<file path="src/rtl/kb_display_pkg.sv">
// Shared digit-register type and seven-segment glyph table for the Kabeta display drivers.
// Glyphs are kept active-high here; polarity is applied at the output stage.
package kb_display_pkg;

    typedef struct packed {
        logic [3:0] hex;
        logic       dp;
        logic       blank;
    } digit_t;

    localparam logic [7:0] SEG_OFF_ACTIVE_HIGH = 8'h00;

    localparam digit_t DIGIT_RESET = '{hex: 4'h0, dp: 1'b0, blank: 1'b1};

    // Bit 0..6 = segments a..g.
    function automatic logic [6:0] hex_to_seg(input logic [3:0] hex);
        logic [6:0] seg;
        case (hex)
            4'h0:    seg = 7'h3F;
            4'h1:    seg = 7'h06;
            4'h2:    seg = 7'h5B;
            4'h3:    seg = 7'h4F;
            4'h4:    seg = 7'h66;
            4'h5:    seg = 7'h6D;
            4'h6:    seg = 7'h7D;
            4'h7:    seg = 7'h07;
            4'h8:    seg = 7'h7F;
            4'h9:    seg = 7'h6F;
            4'hA:    seg = 7'h77;
            4'hB:    seg = 7'h7C;
            4'hC:    seg = 7'h39;
            4'hD:    seg = 7'h5E;
            4'hE:    seg = 7'h79;
            default: seg = 7'h71;
        endcase
        return seg;
    endfunction

endpackage

</file>
<file path="src/rtl/seg7_decoder.sv">
// Combinational digit-register to segment-line decoder, including decimal point, blanking
// and output polarity.
module seg7_decoder
    import kb_display_pkg::*;
#(
    parameter bit SEG_ACTIVE_LOW = 1'b1
) (
    input  digit_t     digit_i,
    output logic [7:0] seg_o
);

    logic [7:0] seg_active_high;

    always_comb begin
        seg_active_high = SEG_OFF_ACTIVE_HIGH;
        if (!digit_i.blank) begin
            seg_active_high = {digit_i.dp, hex_to_seg(digit_i.hex)};
        end
        seg_o = SEG_ACTIVE_LOW ? ~seg_active_high : seg_active_high;
    end

endmodule

</file>
<file path="src/rtl/seg_scan_driver.sv">
// Multiplexed seven-segment scan driver: per-digit registers, slot/sub-slot scan counters,
// brightness PWM with a guard sub-slot, and fully registered segment/digit outputs.
module seg_scan_driver
    import kb_display_pkg::*;
#(
    parameter int unsigned NUM_DIGITS     = 6,
    parameter int unsigned SUB_CYCLES     = 6250,
    parameter int unsigned BRIGHT_BITS    = 3,
    parameter bit          SEG_ACTIVE_LOW = 1'b1,
    parameter bit          DIG_ACTIVE_LOW = 1'b1,
    localparam int unsigned AddrW = (NUM_DIGITS > 1) ? $clog2(NUM_DIGITS) : 1
) (
    input  logic                   Clock,
    input  logic                   Reset,
    input  logic                   WrEn,
    input  logic [AddrW-1:0]       WrAddr,
    input  logic [3:0]             WrHex,
    input  logic                   WrDp,
    input  logic                   WrBlank,
    input  logic [BRIGHT_BITS-1:0] Brightness,
    output logic [7:0]             Segment,
    output logic [NUM_DIGITS-1:0]  Digital,
    output logic                   ScanTick
);

    localparam int unsigned SubW = (SUB_CYCLES > 1) ? $clog2(SUB_CYCLES) : 1;

    localparam logic [SubW-1:0]       SubLast  = SubW'(SUB_CYCLES - 1);
    localparam logic [AddrW-1:0]      DigLast  = AddrW'(NUM_DIGITS - 1);
    localparam logic [AddrW:0]        DigCount = (AddrW + 1)'(NUM_DIGITS);
    localparam logic [BRIGHT_BITS-1:0] SlotLast = {BRIGHT_BITS{1'b1}};

    localparam logic [7:0] SegOff =
        SEG_ACTIVE_LOW ? ~SEG_OFF_ACTIVE_HIGH : SEG_OFF_ACTIVE_HIGH;
    localparam logic [NUM_DIGITS-1:0] DigOff =
        DIG_ACTIVE_LOW ? {NUM_DIGITS{1'b1}} : {NUM_DIGITS{1'b0}};

    // Scan position.
    logic [SubW-1:0]        sub_q, sub_d;
    logic [BRIGHT_BITS-1:0] slot_q, slot_d;
    logic [AddrW-1:0]       dig_q, dig_d;

    logic [BRIGHT_BITS-1:0] bright_q, bright_d;

    digit_t regs_q [NUM_DIGITS];
    digit_t regs_d [NUM_DIGITS];

    logic [7:0]            segment_q, segment_d;
    logic [NUM_DIGITS-1:0] digital_q, digital_d;
    logic                  tick_q, tick_d;

    logic                  slot_start;
    logic                  lit;
    logic [7:0]            seg_pattern;
    logic [NUM_DIGITS-1:0] dig_onehot;

    // Scan counters: sub wraps into slot, slot wraps into digit.
    always_comb begin
        sub_d  = sub_q + 1'b1;
        slot_d = slot_q;
        dig_d  = dig_q;
        if (sub_q == SubLast) begin
            sub_d  = '0;
            slot_d = slot_q + 1'b1;
            if (slot_q == SlotLast) begin
                dig_d = (dig_q == DigLast) ? '0 : dig_q + 1'b1;
            end
        end
    end

    // Brightness is sampled only at slot start so a digit never sees a partial PWM window.
    always_comb begin
        slot_start = (slot_q == '0) && (sub_q == '0);
        bright_d   = slot_start ? Brightness : bright_q;
    end

    // Out-of-range addresses are dropped rather than aliased onto a real digit.
    always_comb begin
        regs_d = regs_q;
        if (WrEn && ({1'b0, WrAddr} < DigCount)) begin
            regs_d[WrAddr] = '{hex: WrHex, dp: WrDp, blank: WrBlank};
        end
    end

    seg7_decoder #(
        .SEG_ACTIVE_LOW(SEG_ACTIVE_LOW)
    ) u_seg7_decoder (
        .digit_i(regs_q[dig_q]),
        .seg_o  (seg_pattern)
    );

    // Sub-slot 0 is always dark to hide the segment-line transition between digits.
    always_comb begin
        lit = (slot_q != '0) && (slot_q <= bright_q);
        for (int i = 0; i < NUM_DIGITS; i++) begin
            dig_onehot[i] = (dig_q == AddrW'(i));
        end
        segment_d = SegOff;
        digital_d = DigOff;
        if (lit) begin
            segment_d = seg_pattern;
            digital_d = DIG_ACTIVE_LOW ? ~dig_onehot : dig_onehot;
        end
        tick_d = (sub_q == '0) && (slot_q == '0) && (dig_q == '0);
    end

    always_ff @(posedge Clock) begin
        if (!Reset) begin
            sub_q     <= '0;
            slot_q    <= '0;
            dig_q     <= '0;
            bright_q  <= '0;
            segment_q <= SegOff;
            digital_q <= DigOff;
            tick_q    <= 1'b0;
            for (int i = 0; i < NUM_DIGITS; i++) begin
                regs_q[i] <= DIGIT_RESET;
            end
        end else begin
            sub_q     <= sub_d;
            slot_q    <= slot_d;
            dig_q     <= dig_d;
            bright_q  <= bright_d;
            segment_q <= segment_d;
            digital_q <= digital_d;
            tick_q    <= tick_d;
            for (int i = 0; i < NUM_DIGITS; i++) begin
                regs_q[i] <= regs_d[i];
            end
        end
    end

    assign Segment  = segment_q;
    assign Digital  = digital_q;
    assign ScanTick = tick_q;

endmodule

</file>
<file path="config.mk">
export PLATFORM = sky130hd
export DESIGN_NAME = seg_scan_driver
export DESIGN_NICKNAME = d
export VERILOG_FILES = /design/src/rtl/kb_display_pkg.sv /design/src/rtl/seg7_decoder.sv /design/src/rtl/seg_scan_driver.sv
export SDC_FILE = /design/constraint.sdc
export NUM_CORES = 1
export LEC_CHECK = 0
export ABC_AREA = 1
export CAP_MARGIN = 30
export CORE_MARGIN = 2
export CORE_UTILIZATION = 62
export CTS_BUF_LIST = sky130_fd_sc_hd__clkbuf_16
export DETAILED_ROUTE_END_ITERATION = 8
export GPL_ROUTABILITY_DRIVEN = 1
export PLACE_DENSITY = 0.9
export SYNTH_ARGS = -nofsm -noshare
export SYNTH_HDL_FRONTEND = slang
export SYNTH_HIERARCHICAL = 1
export SYNTH_SLANG_ARGS = --single-unit
</file>
<file path="constraint.sdc">
create_clock -name Clock -period 5 [get_ports Clock]
set_input_delay 0.75 -clock Clock [delete_from_list [all_inputs] [get_ports Clock]]
set_output_delay 0.75 -clock Clock [all_outputs]
set_load 0.005 [all_outputs]
</file>
==> metrics.cfg, run 1 <==
[floorplan]
dieHeight_um=80.2
io_pins=30
die_w_um=80.2
initial_core_util_pct=64.9
die-area_um2=6430
core_um2=5540
rows=27

[layout]
final_area_um2=4150
post-route-util_pct=74.9
fin_nets=572
layout_common_cells=nand2_1, nor2_1, dfxtp_1, inv_1, nand3_1
num_antenna_cells=0
final_common_cell=nand2_1
area_delta_synth_final_pct=15.3
finalNonFillerCells=617
drive_gt1_share_pct=8.44

[sta]
tightestPinTransition_ns=0.672
hold_viol=0
slew_headroom_pct=55.1
hold-worst-slack_ns=0.481
post-route-period-util_pct=50.5
finalSetupViolations=0
rsz0062_at_grt=no
timing.fmax_ghz=0.396
skew_ns=0.00606
fin_ws_ns=2.48
layout_min_cycle_time_ns=2.52
tns_ns=0
maxSlewViolCount=0

[clocking]
clock_path_buffers=2
cts_made_buffers=9
cts_sinks=73
clkTransAtPathRegs_ns=0.06
ctsResizeCount=0
post_cts_buffers=0
cts_root_buffer=clkbuf_16
clk_latency_ns=0.33
htree_num_levels=3
cts_tree=yes
cts_hold_buf=0

[synthesis]
yosys_warnings=6
syn_area_um2=3600
synth_seq_area_share_pct=40.6
ys_types=27
syn_area_per_cell_um2=7.01
synth-seq-cells=73
synthCells=513
syn_nets=544

[global_route]
grt_max_degree=49
antenna_found_initial=0
grt_pass1_vias=3054
grt_usage_pct=27.7
grt_pass1_wl_mm=13.8
grt.overflow.total=0

[drt]
drtIter0Drc=221
drc=0
wl_mm=8.33
firstDrtPassIters=5
via_count=3394
wire_per_inst_um=13.5
routed_via_density=5.50
antenna_left=0

[worst_setup_path]
endpoint_kind=flip-flop
criticalPathCategory=flip-flop to flip-flop
crit_required_ns=5.18
startpoint_type=flip-flop
crit_fanout=11
worstPathArrival_ns=2.70

[place]
place_area_um2=3900
dpl.hpwl_mm=6.02
gp_congestion=0.932
pre_cts_slack_ns=2.53
port_buffers=29
place_inst=602

[status]
status=finished clean

[pwr]
peakVddDrop_mv=0.228
power_leakage_nw=1.81
p_per_area_nw_per_um2=304
power.total_mw=1.26

[hold_path]
min_path_type=flip-flop to flip-flop

[run]
cap_violations=0

==> area by class of cell <==
type                            instances  area [um^2]
Inverter                               54          203
Sequential cell                        73         1460
Tap cell                               72         90.1
Clock buffer                            9          225
Clock inverter                          6         27.5
Multi-Input combinational cell        373         1840
Fill cell                             395         1390
Timing Repair Buffer                   30          298
==> critical path: stages, from the launching register on <==
cell,delay [ns]
dfxtp_1,0.39
nor2_1,0.55
nand2_1,0.10
inv_1,0.17
a22oi_1,0.10
nand2_1,0.15
inv_1,0.12
ha_1,0.32
inv_1,0.04
nand2_1,0.05
nand2_1,0.07
nand2_1,0.08
nand3_1,0.07
nand3b_1,0.18
==> state kept, by name, summed over array words and instances, names as in the netlist <==
name and count:
Digital 6, ScanTick 1, Segment 8, bright_q 3
dig_q 3, regs_q 36, slot_q 3, sub_q 13
==> final timing paths <==
path                                from    endpoint  slack, ns  cells past startpoint
worst max-delay path            dig_q[1]  Segment[3]       2.48                     13
worst max register to register  dig_q[1]  Segment[3]       2.48                     13
worst min-delay path            sub_q[0]    sub_q[0]       0.48                      1
worst min register to register  sub_q[0]    sub_q[0]       0.48                      1
==> power breakdown <==
group	internal, mW	total, mW	switching [mW]
sequential	0.598	0.608	0.00993
combinational	0.0384	0.102	0.0634
clock	0.325	0.553	0.228
==> per-layer routing <==
metal / vias up / GRT usage, % / wire (um)
met5: - / 0 / 0
met4: 0 / 9.83 / 132
met3: 14 / 6.97 / 524
met2: 145 / 45.5 / 4080
met1: 1537 / 35.2 / 3600
li1: 1698 / - / -
==> kinds of logic (layout without fill, tap and decap cells) <==
logic type               Yosys count  in the layout  synth area share [%]
adder cells (fa/ha/maj)           16             16                  5.57
flip-flops                        73             73                  40.6
XOR/XNOR                           3              3                 0.731
AO/OA/AOI/OAI                     51             51                  8.07
buffers and inverters             67             99                  8.10
AND/OR/NAND/NOR                  303            303                  36.9
==> Yosys cell counts <==
master / n / area, um^2
nand3_1: 42 / 210
o21ai_1: 4 / 20.0
ha_1: 16 / 200
inv_1: 45 / 169
buf_4: 2 / 15.0
buf_6: 1 / 11.3
inv_2: 9 / 33.8
nand3b_1: 8 / 60.1
nand2_4: 1 / 11.3
nor3b_1: 3 / 22.5
a21boi_2: 1 / 11.3
xor2_1: 3 / 26.3
nor3_1: 6 / 30.0
a21oi_1: 4 / 20.0
buf_12: 1 / 20.0
a22oi_1: 4 / 30.0
nand2_1: 119 / 447
buf_2: 7 / 35.0
nand2_2: 4 / 25.0
nand3_4: 1 / 17.5
a21oi_2: 5 / 43.8
dfxtp_1: 73 / 1460
nor2_2: 11 / 68.8
o21ai_0: 33 / 165
nor2_1: 96 / 360
clkbuf_1: 2 / 7.51
nand4_1: 12 / 75.1
No activity file was read; power rests on OpenSTA's default activity.
==> run 2: changes to the inputs <==
--- a/config.mk
+++ b/config.mk
@@ -8,11 +8,11 @@
 export ABC_AREA = 1
 export CAP_MARGIN = 30
 export CORE_MARGIN = 2
-export CORE_UTILIZATION = 62
+export CORE_UTILIZATION = 58
 export CTS_BUF_LIST = sky130_fd_sc_hd__clkbuf_16
 export DETAILED_ROUTE_END_ITERATION = 8
 export GPL_ROUTABILITY_DRIVEN = 1
-export PLACE_DENSITY = 0.9
+export PLACE_DENSITY = 0.86
 export SYNTH_ARGS = -nofsm -noshare
 export SYNTH_HDL_FRONTEND = slang
 export SYNTH_HIERARCHICAL = 1
==> constraint.sdc (replaced) <==
create_clock -name Clock -period 2.4 [get_ports Clock]
set_input_delay 0.36 -clock Clock [delete_from_list [all_inputs] [get_ports Clock]]
set_output_delay 0.36 -clock Clock [all_outputs]
set_load 0.005 [all_outputs]
==> metrics.cfg, run 2 (same netlist as run 1, synthesis figures left out) <==
[sta]
skew_ns=0.00564  ; was 0.00606 ns
layout_min_cycle_time_ns=2.11  ; was 2.52 ns
slew_headroom_pct=60.8  ; was 55.1%
rsz0062_at_grt=no  ; unchanged
finalSetupViolations=0  ; unchanged
tightestPinTransition_ns=0.585  ; was 0.672 ns
tns_ns=0  ; unchanged
post-route-period-util_pct=88.1  ; was 50.5%
fin_ws_ns=0.285  ; was 2.48 ns
hold_viol=0  ; unchanged
maxSlewViolCount=0  ; unchanged
timing.fmax_ghz=0.473  ; was 0.396 GHz

[clocking]
clock_path_buffers=2  ; unchanged
cts_root_buffer=clkbuf_16  ; unchanged
cts_tree=yes  ; unchanged
htree_num_levels=3  ; unchanged
clk_latency_ns=0.34  ; was 0.33 ns
cts_sinks=73  ; unchanged
clkTransAtPathRegs_ns=0.06  ; about the same
cts_made_buffers=9  ; unchanged

[worst_setup_path]
startpoint_type=flip-flop  ; unchanged
worstPathArrival_ns=2.32  ; was 2.70 ns
endpoint_kind=flip-flop  ; unchanged
crit_fanout=7  ; was 11
startpoint=dig_q[0]  ; was dig_q[1]
cp_cell_sequence=nand2_1 > inv_1 > nand2_1 > nand4_1 > nand2_1 > nand2_1 > inv_1 > ha_1 > inv_1 > nand2_1 > nand2_1 > nand2_1 > nand3_1 > nand3b_1  ; was nor2_1 > nand2_1 > inv_1 > a22oi_1 > nand2_1 > inv_1 > ha_1 > inv_1 > nand2_1 > nand2_1 > nand2_1 > nand3_1 > nand3b_1
rr_startpoint=dig_q[0]  ; was dig_q[1]
crit_required_ns=2.61  ; was 5.18 ns
critical-path-max-stage-delay_ns=0.48  ; was 0.55 ns
criticalPathCategory=flip-flop to flip-flop  ; unchanged
crit_top_cell=nand2_1  ; unchanged
rrSetupSlack_ns=0.29  ; was 2.48 ns
cp_slowest_cell=dfxtp_1  ; was nor2_1

[layout]
fin_nets=573  ; was 572
final_area_um2=4230  ; was 4150 um^2
largest_register_ffs=36  ; unchanged
layout_common_cells=nand2_1, nor2_1, dfxtp_1, inv_1, nand3_1  ; unchanged
area_delta_synth_final_pct=17.6  ; was 15.3%
num_antenna_cells=0  ; unchanged
top_register=regs_q  ; unchanged
drive_gt1_share_pct=9.69  ; was 8.44%
finalNonFillerCells=622  ; was 617
final_common_cell=nand2_1  ; unchanged
post-route-util_pct=71.1  ; was 74.9%

[place]
pre_cts_slack_ns=0.334  ; was 2.53 ns
place_area_um2=3910  ; was 3900 um^2
port_buffers=29  ; unchanged
dpl.hpwl_mm=5.97  ; was 6.02 mm
gp_congestion=0.915  ; was 0.932
place_inst=606  ; was 602

[drt]
routed_via_density=5.52  ; was 5.50
wl_mm=8.52  ; was 8.33 mm
via_count=3431  ; was 3394
drtIter0Drc=281  ; was 221
antenna_left=0  ; unchanged
drc=0  ; unchanged
wire_per_inst_um=13.7  ; was 13.5 um
firstDrtPassIters=5  ; unchanged

[floorplan]
io_pins=30  ; unchanged
die-area_um2=6850  ; was 6430 um^2
core_um2=5960  ; was 5540 um^2
dieHeight_um=82.8  ; was 80.2 um
die_w_um=82.8  ; was 80.2 um
rows=28  ; was 27
initial_core_util_pct=60.4  ; was 64.9%

[pwr]
peakVddDrop_mv=0.475  ; was 0.228 mV
p_int_mw=2.23  ; was 0.962 mW
switching_share_pct=23.4  ; was 23.9%
power_frac_seq_pct=43.5  ; was 48.1%
p_sw_mw=0.684  ; was 0.301 mW
p_comb_share_pct=7.2  ; was 8.1%
power_leakage_nw=1.83  ; was 1.81 nW
p_per_area_nw_per_um2=690  ; was 304 nW/um^2
p_clk_share_pct=49.3  ; was 43.8%

[global_route]
grt_max_degree=48  ; was 49
grt_usage_pct=27.5  ; was 27.7%
grt_pass1_wl_mm=14.1  ; was 13.8 mm
grt_pass1_vias=3070  ; was 3054
antenna_found_initial=0  ; unchanged
grt.overflow.total=0  ; unchanged

[run]
cap_violations=0  ; unchanged

[hold_path]
min_path_type=flip-flop to flip-flop  ; unchanged
holdCritStartpoint=regs_q[30]  ; was sub_q[0]

[status]
status=finished clean  ; unchanged

==> run 2: critical path, delay by kind of cell (launching register included) <==
| family | cells | cell delay, ns |
|---|---|---|
| and+or+nand+nor | 10 | 0.83 |
| DFF | 1 | 0.48 |
| buffers and inverters | 3 | 0.36 |
| adders and majority gates | 1 | 0.33 |
==> run 2: path summary, 6_finish.rpt <==
| kind | endpoint | cells after the start |
|---|---|---|
| worst max-delay path | Segment[3] | 14 |
| worst min-delay path | regs_q[30] | 2 |
| worst max register to register | Segment[3] | 14 |
| worst min register to register | regs_q[30] | 2 |
==> run 2: metrics by stage <==
stage / power, mW / hold WS, ns
floorplan: 1.43 / 0.442
global placement: 1.49 / 0.454
finish: 2.92 / 0.481
CTS: 2.93 / 0.484
detailed placement: 1.50 / 0.473
global route: 3.01 / 0.517
==> run 2: power by group through the flow <==
stage	Clock [mW]	Combinational [mW]	Sequential [mW]
floorplan	0	0.147	1.29
global placement	0	0.199	1.29
detailed placement	0	0.206	1.29
CTS	1.45	0.210	1.27
global route	1.50	0.243	1.27
finish	1.44	0.211	1.27
==> run 2: cell type report <==
cell class | count | area, um^2
multi-input cells | 373 | 1850
fillers | 481 | 1720
flip-flops and latches | 73 | 1460
repair buffers | 31 | 305
clock buffers | 9 | 225
inverters | 54 | 203
clock inverters | 7 | 95.1
well taps | 75 | 93.8
==> run 2: metal layers <==
layer | global-route usage (%) | part of all wire, % | wire (um)
met1 | 34.6 | 44 | 3740
met2 | 44.4 | 47 | 4040
met3 | 7.28 | 6.0 | 510
met4 | 11.8 | 2.7 | 231
met5 | 0 | 0 | 0
==> run 2: timing repair <==
item                                    in CTS  in global routing
hold buffers                                 0                  0
resized for setup                            0                  3
endpoints found under the setup margin       0                  1
buffers inserted                             0                  0
hold endpoints to repair                     0                  0
==> run 3: changes to the inputs <==
--- a/config.mk
+++ b/config.mk
@@ -13,6 +13,7 @@
 export DETAILED_ROUTE_END_ITERATION = 8
 export GPL_ROUTABILITY_DRIVEN = 1
 export PLACE_DENSITY = 0.86
+export SKIP_LAST_GASP = 1
 export SYNTH_ARGS = -nofsm -noshare
 export SYNTH_HDL_FRONTEND = slang
 export SYNTH_HIERARCHICAL = 1
==> results of run 3 <==
The final DEF is identical to that of run 2; final timing and power are the same.
==> patch 1: new RTL, config.mk and constraints of run 2 <==
Change the parameter `NUM_DIGITS` from 6 to 12.
--- a/src/rtl/seg_scan_driver.sv
+++ b/src/rtl/seg_scan_driver.sv
@@ -3,7 +3,7 @@
 module seg_scan_driver
     import kb_display_pkg::*;
 #(
-    parameter int unsigned NUM_DIGITS     = 6,
+    parameter int unsigned NUM_DIGITS     = 12,
     parameter int unsigned SUB_CYCLES     = 6250,
     parameter int unsigned BRIGHT_BITS    = 3,
     parameter bit          SEG_ACTIVE_LOW = 1'b1,
Interface: changed (resized Digital and WrAddr); port bits go from 30 to 37. No check against the original RTL was run, so the function may have changed too.
==> patch 1 against run 2 <==
- area after synthesis up 51%
- die area grew 48%
- clock power up 82%
- critical path depth grew 1
- sequential cell count is 43 higher
- cell area increased by 55%
- largest cell class unchanged
- worst setup slack worse by 150 ps
- critical endpoint unchanged
- first-iteration DRC count up 86%
- fmax fell by 6.7%
- total power rose by 66%
- core utilization up 0.42 points
- clock skew increased by 2.5 ps
- routed wire length rose by 68%
==> patch 1: results (changes against run 2) <==
[critical_path]
critPathTopFamily=simple AND/OR/NAND/NOR gates
slowest_stage=dfxtp_2
arrival_ps=2540  ; +220 ps
rr_worst_depth=15  ; +1
slowest_delay_ps=380  ; -100 ps
cp_max_fo=35  ; +28

[placement]
dpl.cell_count=916  ; +51%
io_buffers=36  ; +24%
dp_hpwl_um=9370  ; +57%
place_ws_ps=180  ; -154 ps
gp_congestion=0.971  ; +6.2%
dpl_cell_area_sq_mm=0.00590  ; +51%

[synthesis]
ys_top_cells_by_area=dfxtp_1 43%, nor2_1 14%, o21ai_0 9.9%, nand2_1 8.1%, ha_1 4.4%
ys_types=31  ; +15%
netlist_top_cells_count=209 x nor2_1, 118 x nand2_1, 116 x dfxtp_1, 107 x o21ai_0, 59 x inv_1
syn_inst=787  ; +53%
async_reset_ff_frac=0  ; unchanged
synthesis.nets=822  ; +51%
ys_seq_area_frac=0.427  ; +0.0210

[die]
start_util=0.594  ; -0.0101

[drt]
drt_iter0_drc=523  ; +86%
firstDrtPassIters=6  ; +1
num_vias=5402  ; +57%
wl_um=14300  ; +68%

[final_layout]
fill_cells=710  ; +48%
largest_register_ffs=72  ; +100%
fin_nets=859  ; +50%
drive_gt1_frac=0.0836  ; -0.0133
fin_cells=948  ; +52%

[grt]
grt_pass1_vias=5038  ; +64%
grt_pass1_wl_um=23400  ; +65%
grt_usage=0.294  ; +0.0187

[cts]
clock_latency_ps=410  ; +70 ps
clk_pin_slew_worst_paths_ps=50
cts_made_buffers=17  ; +8
htree_levels=4  ; +1

[timing]
tightestPinTransition_ps=710  ; +125 ps
finClkSkew_ps=8.14  ; +2.50 ps

[run_status]
status=finished clean

[pwr]
p_leak_nw=2.86  ; +56%
p_int_w=0.00377  ; +69%
vdd_drop_max_mv=0.566  ; +19%

## patch 1: cell count changes after synthesis, moves of 6 or more
cell	run 2	this run
nor2_1	96	209
a21oi_1	4	21
o21ai_0	33	107
dfxtp_1	73	116
clkbuf_1	2	14
o22ai_1	0	6
inv_1	45	59
nor2_2	11	5
## patch 1: area by class of cell
type | count | area [sq um] | share of cell area
repair buffers | 54 | 515 | 0.0788
multi-input cells | 572 | 2710 | 0.414
clock inverters | 15 | 189 | 0.0289
flip-flops and latches | 116 | 2320 | 0.355
clock buffers | 17 | 425 | 0.0650
well taps | 111 | 139 | 0.0212
inverters | 63 | 239 | 0.0365
## patch 1: metal layers
layer | part of all wire | vias to the layer above | wire length [um] | GRT usage
li1 | - | 2604 | - | -
met4 | 0.043 | 0 | 612 | 0.155
met5 | 0 | - | 0 | 0
met3 | 0.079 | 53 | 1130 | 0.0645
met2 | 0.48 | 295 | 6940 | 0.501
met1 | 0.39 | 2450 | 5660 | 0.344
## patch 1: cell families (layout without fill, tap and decap cells)
kind of cell	count (synthesis)	after routing	synth area share
AOI/OAI and AO/OA	138	138	0.128
and+or+nand+nor	412	412	0.320
DFF	116	116	0.427
buffers and inverters	99	149	0.0760
adders and majority gates	19	19	0.0437
xor gates and xnor gates	3	3	0.00484
## patch 1: worst reg2reg max path: cells and delay by family (launching register included)
family	cells	cell delay, ps
AO/OA/AOI/OAI	2	280
adder cells (fa/ha/maj)	1	320
flip-flops	1	380
AND/OR/NAND/NOR	9	780
buffers and inverters	3	370
## patch 1: path summary, 6_finish.rpt
check                           startpoint    endpoint  slack, ps
worst max register to register    dig_q[0]  Segment[3]        130
worst max-delay path              dig_q[0]  Segment[3]        130
worst min-delay path             regs_q[6]   regs_q[6]        460
worst min register to register   regs_q[6]   regs_q[6]        460
## patch 1: power by group through the flow
| stage | Clock (W) | Combinational, W | Sequential, W |
|---|---|---|---|
| after floorplan | 0 | 0.000162 | 0.00202 |
| after global placement | 0 | 0.000226 | 0.00203 |
| after detailed placement | 0 | 0.000236 | 0.00203 |
| after CTS | 0.00263 | 0.000242 | 0.00199 |
| after global routing | 0.00273 | 0.000274 | 0.00199 |
| final | 0.00262 | 0.000245 | 0.00199 |
## patch 1: what timing repair did
item | in CTS | in global routing
gates resized for setup | 1 | 7
endpoints found under the setup margin | 1 | 7
pin swaps | 0 | 0
==> patch 2: new RTL, config.mk and constraints of run 2 <==
Made on the original files. Register the inputs `WrEn`, `WrAddr`, `WrHex`, `WrDp`, `WrBlank` and `Brightness` before use. The logic sees them one clock later.
--- a/src/rtl/seg_scan_driver.sv
+++ b/src/rtl/seg_scan_driver.sv
@@ -35,6 +35,22 @@
     localparam logic [NUM_DIGITS-1:0] DigOff =
         DIG_ACTIVE_LOW ? {NUM_DIGITS{1'b1}} : {NUM_DIGITS{1'b0}};
 
+    logic WrEn_q;
+    logic [AddrW-1:0] WrAddr_q;
+    logic [3:0] WrHex_q;
+    logic WrDp_q;
+    logic WrBlank_q;
+    logic [BRIGHT_BITS-1:0] Brightness_q;
+
+    always_ff @(posedge Clock) begin
+        WrEn_q       <= WrEn;
+        WrAddr_q     <= WrAddr;
+        WrHex_q      <= WrHex;
+        WrDp_q       <= WrDp;
+        WrBlank_q    <= WrBlank;
+        Brightness_q <= Brightness;
+    end
+
     // Scan position.
     logic [SubW-1:0]        sub_q, sub_d;
     logic [BRIGHT_BITS-1:0] slot_q, slot_d;
@@ -71,14 +87,14 @@
     // Brightness is sampled only at slot start so a digit never sees a partial PWM window.
     always_comb begin
         slot_start = (slot_q == '0) && (sub_q == '0);
-        bright_d   = slot_start ? Brightness : bright_q;
+        bright_d   = slot_start ? Brightness_q : bright_q;
     end
 
     // Out-of-range addresses are dropped rather than aliased onto a real digit.
     always_comb begin
         regs_d = regs_q;
-        if (WrEn && ({1'b0, WrAddr} < DigCount)) begin
-            regs_d[WrAddr] = '{hex: WrHex, dp: WrDp, blank: WrBlank};
+        if (WrEn_q && ({1'b0, WrAddr_q} < DigCount)) begin
+            regs_d[WrAddr_q] = '{hex: WrHex_q, dp: WrDp_q, blank: WrBlank_q};
         end
     end
 
Behaviour: same outputs for any inputs over 10 cycles, from zero or initial values and one cycle with Reset low; that may be too few to reach the edited logic, so the function may still have changed.
==> patch 2 against run 2 <==
- clock power shrank 12%
- clock skew grew 1.1 ps
- sequential share of layout area grew 4.1 points
- area after synthesis grew 6.8%
- routed wire length shrank 8.8%
- synthesized cell count grew 1.9%
- via count shrank 2.7%
- sequential cell count grew 13
- worst setup slack gained 9.6 ps
- total power grew 1.7%
- cell area grew 5.2%
==> patch 2: results (changes against run 2) <==
[grt]
grt_pass1_vias=2989  ; -2.6%
grt_usage=0.228  ; -0.0464
grt_pass1_wl_um=13400  ; -5.4%
antenna_found_initial=0  ; unchanged
grt_max_degree=48  ; unchanged

[synthesis]
ys_seq_area_frac=0.448  ; +0.0418
ys_top_cells_by_area=dfxtp_1 45%, nand2_1 12%, nor2_1 9.7%, ha_1 5.2%, nand3_1 4.8%
ys_types=29  ; +7.4%
synthFlopType=dfxtp_1
ys_warn_count=6  ; unchanged
synthesis.nets=554  ; +1.8%
netlist_top_cells_count=118 x nand2_1, 99 x nor2_1, 86 x dfxtp_1, 47 x inv_1, 37 x nand3_1
async_reset_ff_frac=0  ; unchanged

[placement]
gp_congestion=0.893  ; -2.4%
dp_hpwl_um=5800  ; -2.8%
io_buffers=29  ; unchanged

[cts]
cts_root_buf=clkbuf_16
cts_made_buffers=9  ; unchanged
clk_pin_slew_worst_paths_ps=60  ; about the same
clock_latency_ps=340  ; about the same
clock_path_buffers=2  ; unchanged
htree_levels=3  ; unchanged

[final_layout]
fin_nets=585  ; +2.1%
drive_gt1_frac=0.0894  ; -0.00745
diodes=0  ; unchanged
largest_register_ffs=36  ; unchanged
top_register=regs_q

[critical_path]
slowest_stage=dfxtp_1
cp_max_fo=7  ; unchanged
critPathRequiredTime_ps=2610  ; about the same
slowest_delay_ps=460  ; -20 ps
critPathTopFamily=simple AND/OR/NAND/NOR gates

[timing]
slew_headroom=0.690  ; +0.0822
finClkSkew_ps=6.77  ; +1.13 ps

[pwr]
vdd_drop_max_mv=0.625  ; +32%
p_leak_nw=1.90  ; +3.7%

[drt]
drt_iter0_drc=253  ; -10%
wl_um=7780  ; -8.8%
viasPerCell=5.25  ; -4.9%
firstDrtPassIters=5  ; unchanged

[run_status]
status=finished clean

[hold_path]
min_path_type=input port to register

-- patch 2: path summary, 6_finish.rpt --
kind / startpoint / endpoint / slack [ps] / cells past startpoint
max: dig_q[1] / Segment[3] / 290 / 14
min: WrAddr[2] / WrAddr_q[2] / 460 / 1
max reg2reg: dig_q[1] / Segment[3] / 290 / 14
min reg2reg: bright_q[1] / bright_q[1] / 480 / 2
-- patch 2: routing by layer --
metal / global-route usage / routed length [um]
met5: 0 / 0
met4: 0.0563 / 74
met3: 0.0535 / 449
met2: 0.388 / 3660
met1: 0.294 / 3590
-- patch 2: repair_timing --
action | 4_1_cts | 5_1_grt
buffers inserted | 0 | 0
endpoints found under the setup margin | 0 | 1
gates resized for setup | 0 | 2
-- patch 2: logic make-up after synthesis --
| group | Yosys count | share of synthesized area |
|---|---|---|
| xor+xnor | 2 | 0.00456 |
| compound gates | 52 | 0.0755 |
| simple gates | 299 | 0.344 |
| flops | 86 | 0.448 |
| buf+inv | 68 | 0.0762 |
| fa+ha+maj | 16 | 0.0521 |
-- patch 2: final cells by class --
type / count / area, sq um
Inverter: 55 / 206
Clock buffer: 9 / 225
Timing Repair Buffer: 33 / 320
Multi-Input combinational cell: 369 / 1830
Fill cell: 517 / 1930
Tap cell: 77 / 96.3
Clock inverter: 7 / 48.8
Sequential cell: 86 / 1720
-- patch 2: per-stage QoR --
step	total power, W	setup slack [ps]	instance area, sq um	util	std cells
floorplan	0.00167	566	3840	-	523
global placement	0.00172	428	4170	0.653	620
detailed placement	0.00173	261	4170	0.653	620
CTS	0.00299	253	4450	0.696	636
global route	0.00309	59.6	4450	0.697	636
finish	0.00297	295	4450	0.697	636
-- patch 2: worst register-to-register path, delay by kind of cell, from the launching register on --
family	cells	cell delay (ps)
fa+ha+maj	1	330
buf+inv	3	360
flops	1	460
simple gates	10	850
-- patch 2: power by group --
group	internal (W)	switching, W
logic	0.0000787	0.000113
clock network	0.000702	0.000565
registers	0.00147	0.0000362
